[src/rtl/fetch_unit.sv]
// Instruction-fetch stage: PC register with next-PC prediction from a
// direct-mapped BTB of 2-bit saturating counters, trained from execute.
module fetch_unit #(
  parameter logic [31:0] RESET_PC = 32'h0000_0000,
  parameter int unsigned BTB_IDX  = 4
) (
  input  logic        clk,
  input  logic        reset,
  input  logic        stall_f,
  output logic [31:0] imem_addr,
  input  logic [31:0] imem_rdata,
  output logic [31:0] InstrF,
  output logic [31:0] PCF,
  output logic [31:0] PCPlus4F,
  output logic        pred_takenF,
  output logic [31:0] pred_targetF,
  input  logic        redirect_e,
  input  logic [31:0] redirect_pc_e,
  input  logic        update_e,
  input  logic [31:0] update_pc_e,
  input  logic        update_taken_e,
  input  logic [31:0] update_target_e
);
  localparam int unsigned ENTRIES = 2 ** BTB_IDX;
  localparam int unsigned TAG_W   = 32 - BTB_IDX - 2;

  logic [31:0]        pc_q, pc_d;
  logic               valid_q  [ENTRIES];
  logic [TAG_W-1:0]   tag_q    [ENTRIES];
  logic [31:0]        target_q [ENTRIES];
  logic [1:0]         ctr_q    [ENTRIES];
  logic [1:0]         ctr_d;

  logic [BTB_IDX-1:0] f_idx, u_idx;
  logic [TAG_W-1:0]   f_tag, u_tag;
  logic               f_hit, u_hit;
  logic               unused_upd_lsbs;

  assign f_idx = pc_q[BTB_IDX+1:2];
  assign f_tag = pc_q[31:BTB_IDX+2];
  assign f_hit = valid_q[f_idx] && (tag_q[f_idx] == f_tag);

  assign u_idx = update_pc_e[BTB_IDX+1:2];
  assign u_tag = update_pc_e[31:BTB_IDX+2];
  assign u_hit = valid_q[u_idx] && (tag_q[u_idx] == u_tag);
  assign unused_upd_lsbs = ^update_pc_e[1:0];

  assign PCF          = pc_q;
  assign imem_addr    = pc_q;
  assign InstrF       = imem_rdata;
  assign PCPlus4F     = pc_q + 32'd4;
  assign pred_takenF  = f_hit & ctr_q[f_idx][1];
  assign pred_targetF = f_hit ? target_q[f_idx] : PCPlus4F;

  always_comb begin
    pc_d = PCPlus4F;
    if (redirect_e)       pc_d = redirect_pc_e;
    else if (stall_f)     pc_d = pc_q;
    else if (pred_takenF) pc_d = pred_targetF;
  end

  // A miss that reaches the write below is always a taken allocation.
  always_comb begin
    ctr_d = 2'b10;
    if (u_hit) begin
      ctr_d = ctr_q[u_idx];
      if (update_taken_e && ctr_q[u_idx] != 2'b11)       ctr_d = ctr_q[u_idx] + 2'd1;
      else if (!update_taken_e && ctr_q[u_idx] != 2'b00) ctr_d = ctr_q[u_idx] - 2'd1;
    end
  end

  always_ff @(posedge clk or posedge reset) begin
    if (reset) begin
      pc_q <= RESET_PC;
      for (int unsigned i = 0; i < ENTRIES; i++) begin
        valid_q[i] <= 1'b0;
        ctr_q[i]   <= 2'b01;
      end
    end else begin
      pc_q <= pc_d;
      if (update_e && (u_hit || update_taken_e)) begin
        valid_q[u_idx] <= 1'b1;
        ctr_q[u_idx]   <= ctr_d;
      end
    end
  end

  // Tag/target need no reset: they are only observed behind a set valid bit.
  always_ff @(posedge clk) begin
    if (update_e && update_taken_e) begin
      tag_q[u_idx]    <= u_tag;
      target_q[u_idx] <= update_target_e;
    end
  end
endmodule
[config.mk]
export PLATFORM = sky130hd
export DESIGN_NAME = fetch_unit
export DESIGN_NICKNAME = d
export VERILOG_FILES = /design/src/rtl/fetch_unit.sv
export SDC_FILE = /design/constraint.sdc
export NUM_CORES = 1
export LEC_CHECK = 0
export CORE_MARGIN = 2
export CORE_UTILIZATION = 55
export CTS_CLUSTER_DIAMETER = 50
export CTS_CLUSTER_SIZE = 20
export DETAILED_ROUTE_END_ITERATION = 8
export GPL_TIMING_DRIVEN = 0
export PLACE_DENSITY_LB_ADDON = 0.2
export SLEW_MARGIN = 20
export SYNTH_ARGS = -nofsm -noshare
export SYNTH_HDL_FRONTEND = slang
export SYNTH_SLANG_ARGS = --single-unit
[constraint.sdc]
create_clock -name clk -period 5.4 [get_ports clk]
set_clock_uncertainty 0.2 [all_clocks]
set_input_delay 1.08 -clock clk [delete_from_list [all_inputs] [get_ports clk]]
set_output_delay 1.08 -clock clk [all_outputs]
set_load 0.02 [all_outputs]
==> flow_metrics.env <==
export IMPL_crit_required_ns=4.12
export IMPL_die_w_um=297
export IMPL_r2r_end="PCF[16]"
export IMPL_ctsHtreeMaxLevel=3
export IMPL_cts_root_buf="clkbuf_16"
export IMPL_grt_antenna_before_repair=6
export IMPL_cp_max_fo=10
export IMPL_rsz0062_at_grt="true"
export IMPL_max_cap_violations=0
export IMPL_first_pass_iters=6
export IMPL_core_area_um2=85100
export IMPL_num_io_pins=295
export IMPL_synth_area_um2=47200
export IMPL_synth_cells=2664
export IMPL_p_leak_nw=20.0
export IMPL_rows=107
export IMPL_layout_setup_ws_ns=-0.588
export IMPL_gp_congestion=1.05
export IMPL_timing_rr_start="PCF[2]"
export IMPL_postRouteAntennaNets=0
export IMPL_track_usage_pct=39.2
export IMPL_ys_types=93
export IMPL_wl_um=175000
export IMPL_fin_crit_ns=5.99
export IMPL_slew_headroom_pct=21.8
export IMPL_io_buffers=256
export IMPL_worst_setup_path_end_kind="primary output"
export IMPL_slew_viol_final=0
export IMPL_seq_area_frac_synth_pct=63.3
export IMPL_syn_avg_cell_area_um2=17.7
export IMPL_via_per_inst=7.12
export IMPL_ys_warnings_count=0
export IMPL_outcome="finished, violations left"
export IMPL_syn2layout_area_growth_pct=23.5
export IMPL_setup_violations_final=46
export IMPL_drive_above_1_share_pct=34.9
export IMPL_clk_pin_slew_worst_paths_ns=0.07
export IMPL_grt_pass1_wl_um=240000
export IMPL_cts_hold_fix_buffers=0
export IMPL_preCtsSetupSlack_ns=-2.08
export IMPL_grt_overflow_total=0
export IMPL_critPathLaunchType="register"
export IMPL_dieArea_um2=88200
export IMPL_max_vdd_ir_drop_v=0.000305
export IMPL_first_iter_violations=5076
export IMPL_fmax_mhz=167
export IMPL_start_util_pct=55.4
export IMPL_wl_per_cell_um=39.8
export IMPL_whs_ns=0.300
export IMPL_grt_pass1_vias=30600
export IMPL_final_net_count=3285
export IMPL_hold_violations=0
export IMPL_cts_made_buffers=103
export IMPL_syn_nets=2801
export IMPL_utilization_pct=68.4
export IMPL_worstPathArrival_ns=4.71
export IMPL_grt_max_degree=56
export IMPL_ys_ff_latch=1008
export IMPL_cts_tree="yes"
export IMPL_hold_path_class="reg -> reg"
export IMPL_dpl_hpwl_um=121000
export IMPL_reg2reg_depth=15
export IMPL_die_h_um=297
export IMPL_p_per_area_nw_per_um2=352
export IMPL_cts_buffer_depth=3
export IMPL_post_route_period_util_pct=111
export IMPL_clock_sinks=1008
export IMPL_p_total_mw=20.5
export IMPL_detailroute_via_count=31200
export IMPL_async_reset_ff_share_pct=7.94
export IMPL_crit_end="pred_targetF[9]"
export IMPL_failed_checks="negative setup slack"
export IMPL_insertion_delay_ns=0.72
export IMPL_worst_pin_slew_ns=1.17
export IMPL_startpoint="PCF[4]"
export IMPL_yosys_most_used_dff="edfxtp_1"
export IMPL_critPathKind="reg -> out"
export IMPL_synth_edff_count=928
export IMPL_drc=0
export IMPL_r2r_slack_ns=0.82
## cell families after synthesis
group,synth area share (%)
AOI/OAI and AO/OA,4.90
xor gates and xnor gates,1.39
adders and majority gates,0.0795
buffers and inverters,3.93
DFF,63.3
muxes,22.2
and+or+nand+nor,4.22
## cells in the mapped netlist, drive strengths merged, types with 15 or more instances
master,n,share of area [%]
edfxtp,928,59
mux4,334,16
buf,187,3.1
mux2i,162,3.5
mux2,102,2.7
nand2,69,0.55
nor2,69,0.56
dfrtp,64,3.4
clkbuf,63,0.50
o21ai,59,0.63
xnor2,48,0.91
a21oi,44,0.47
inv,43,0.34
a22oi,40,0.64
nand3,35,0.40
o22ai,32,0.42
xor2,26,0.48
nand2b,24,0.32
nor3,23,0.25
nand4,19,0.28
and2,18,0.24
nor2b,18,0.24
nor4,18,0.32
a31oi,16,0.21
dfstp,16,0.89
a22o,15,0.28
## state kept, by name, summed over array words and instances (netlist names)
register and flops:
tag_q 416, ctr_q 32, target_q 512, PCF 32
valid_q 16
## worst max-delay path: stages (launching register included)
cell and delay (ns):
dfrtp_2 0.45, buf_4 0.22, inv_1 0.25, buf_6 0.27
buf_6 0.25, mux2i_4 0.43, xnor2_1 0.20, a32oi_1 0.16
nor4_2 0.37, nand2_1 0.10, or3b_4 0.55, buf_12 0.22
mux2_4 0.33, buf_6 0.14
## routing by layer
layer  routed length [um]  share of wire, %  vias to the layer above  track usage [%]
met3                22500                13                      573             10.4
met2                79000                45                     2681             59.6
met5                   30             0.017                        -                0
met1                62200                36                    16100             52.7
li1                     -                 -                    11900                -
met4                10800               6.2                        4             19.9
## how the worst min path moves through the flow
stage / start / end / slack, ns / cells after the start
after floorplan: valid_q[1] / valid_q[1] / 0.25 / 1
after global placement: valid_q[14] / valid_q[14] / 0.27 / 1
after detailed placement: valid_q[14] / valid_q[14] / 0.28 / 1
after CTS: valid_q[14] / valid_q[14] / 0.30 / 1
after global routing: valid_q[6] / valid_q[6] / 0.32 / 1
final: valid_q[14] / valid_q[14] / 0.30 / 1
## through the flow
step           TNS [ns]  instances  area [um2]
6_report         -18.03       4386       58300
3_5_place_dp    -587.51       4127       52700
2_1_floorplan   -113.81       2664       47200
4_1_cts           -9.99       4355       57800
5_1_grt          -17.85       4384       58300
3_3_place_gp   -5440.86       4064       51200
## report_power, final
group,internal (mW),switching [mW],leakage (nW)
logic,1.62,2.23,8.95
clock network,4.29,3.55,1.83
registers,8.67,0.134,9.23
## cells in the final DEF, fill, tap and decap left out, types with 36 or more instances in the layout
cell type,count
a21oi_1,44
a22oi_1,36
buf_12,74
buf_4,148
buf_6,51
clkbuf_16,105
clkdlybuf4s50_1,207
dfrtp_1,61
edfxtp_1,928
inv_1,40
mux2_2,70
mux2i_1,147
mux4_2,322
nand2_1,68
nor2_1,50
o21ai_0,56
xnor2_1,36
## repair_timing
action | 4_1_cts | 5_1_grt
resized for setup | 442 | 69
setup endpoints to repair | 370 | 75
pin swaps | 19 | 15
cloned | 1 | 2
setup buffers | 36 | 27
## final cells by class
class / count / area, um2
multi-input combinational: 1361 / 16100
clock buffer: 106 / 2600
sequential: 1008 / 29900
buffer: 245 / 2250
tap: 1144 / 1430
timing repair buffer: 384 / 4630
fill: 5571 / 26900
antenna: 3 / 7.51
clock inverter: 90 / 1190
inverter: 45 / 181
Power figures use the tool's default switching activity.
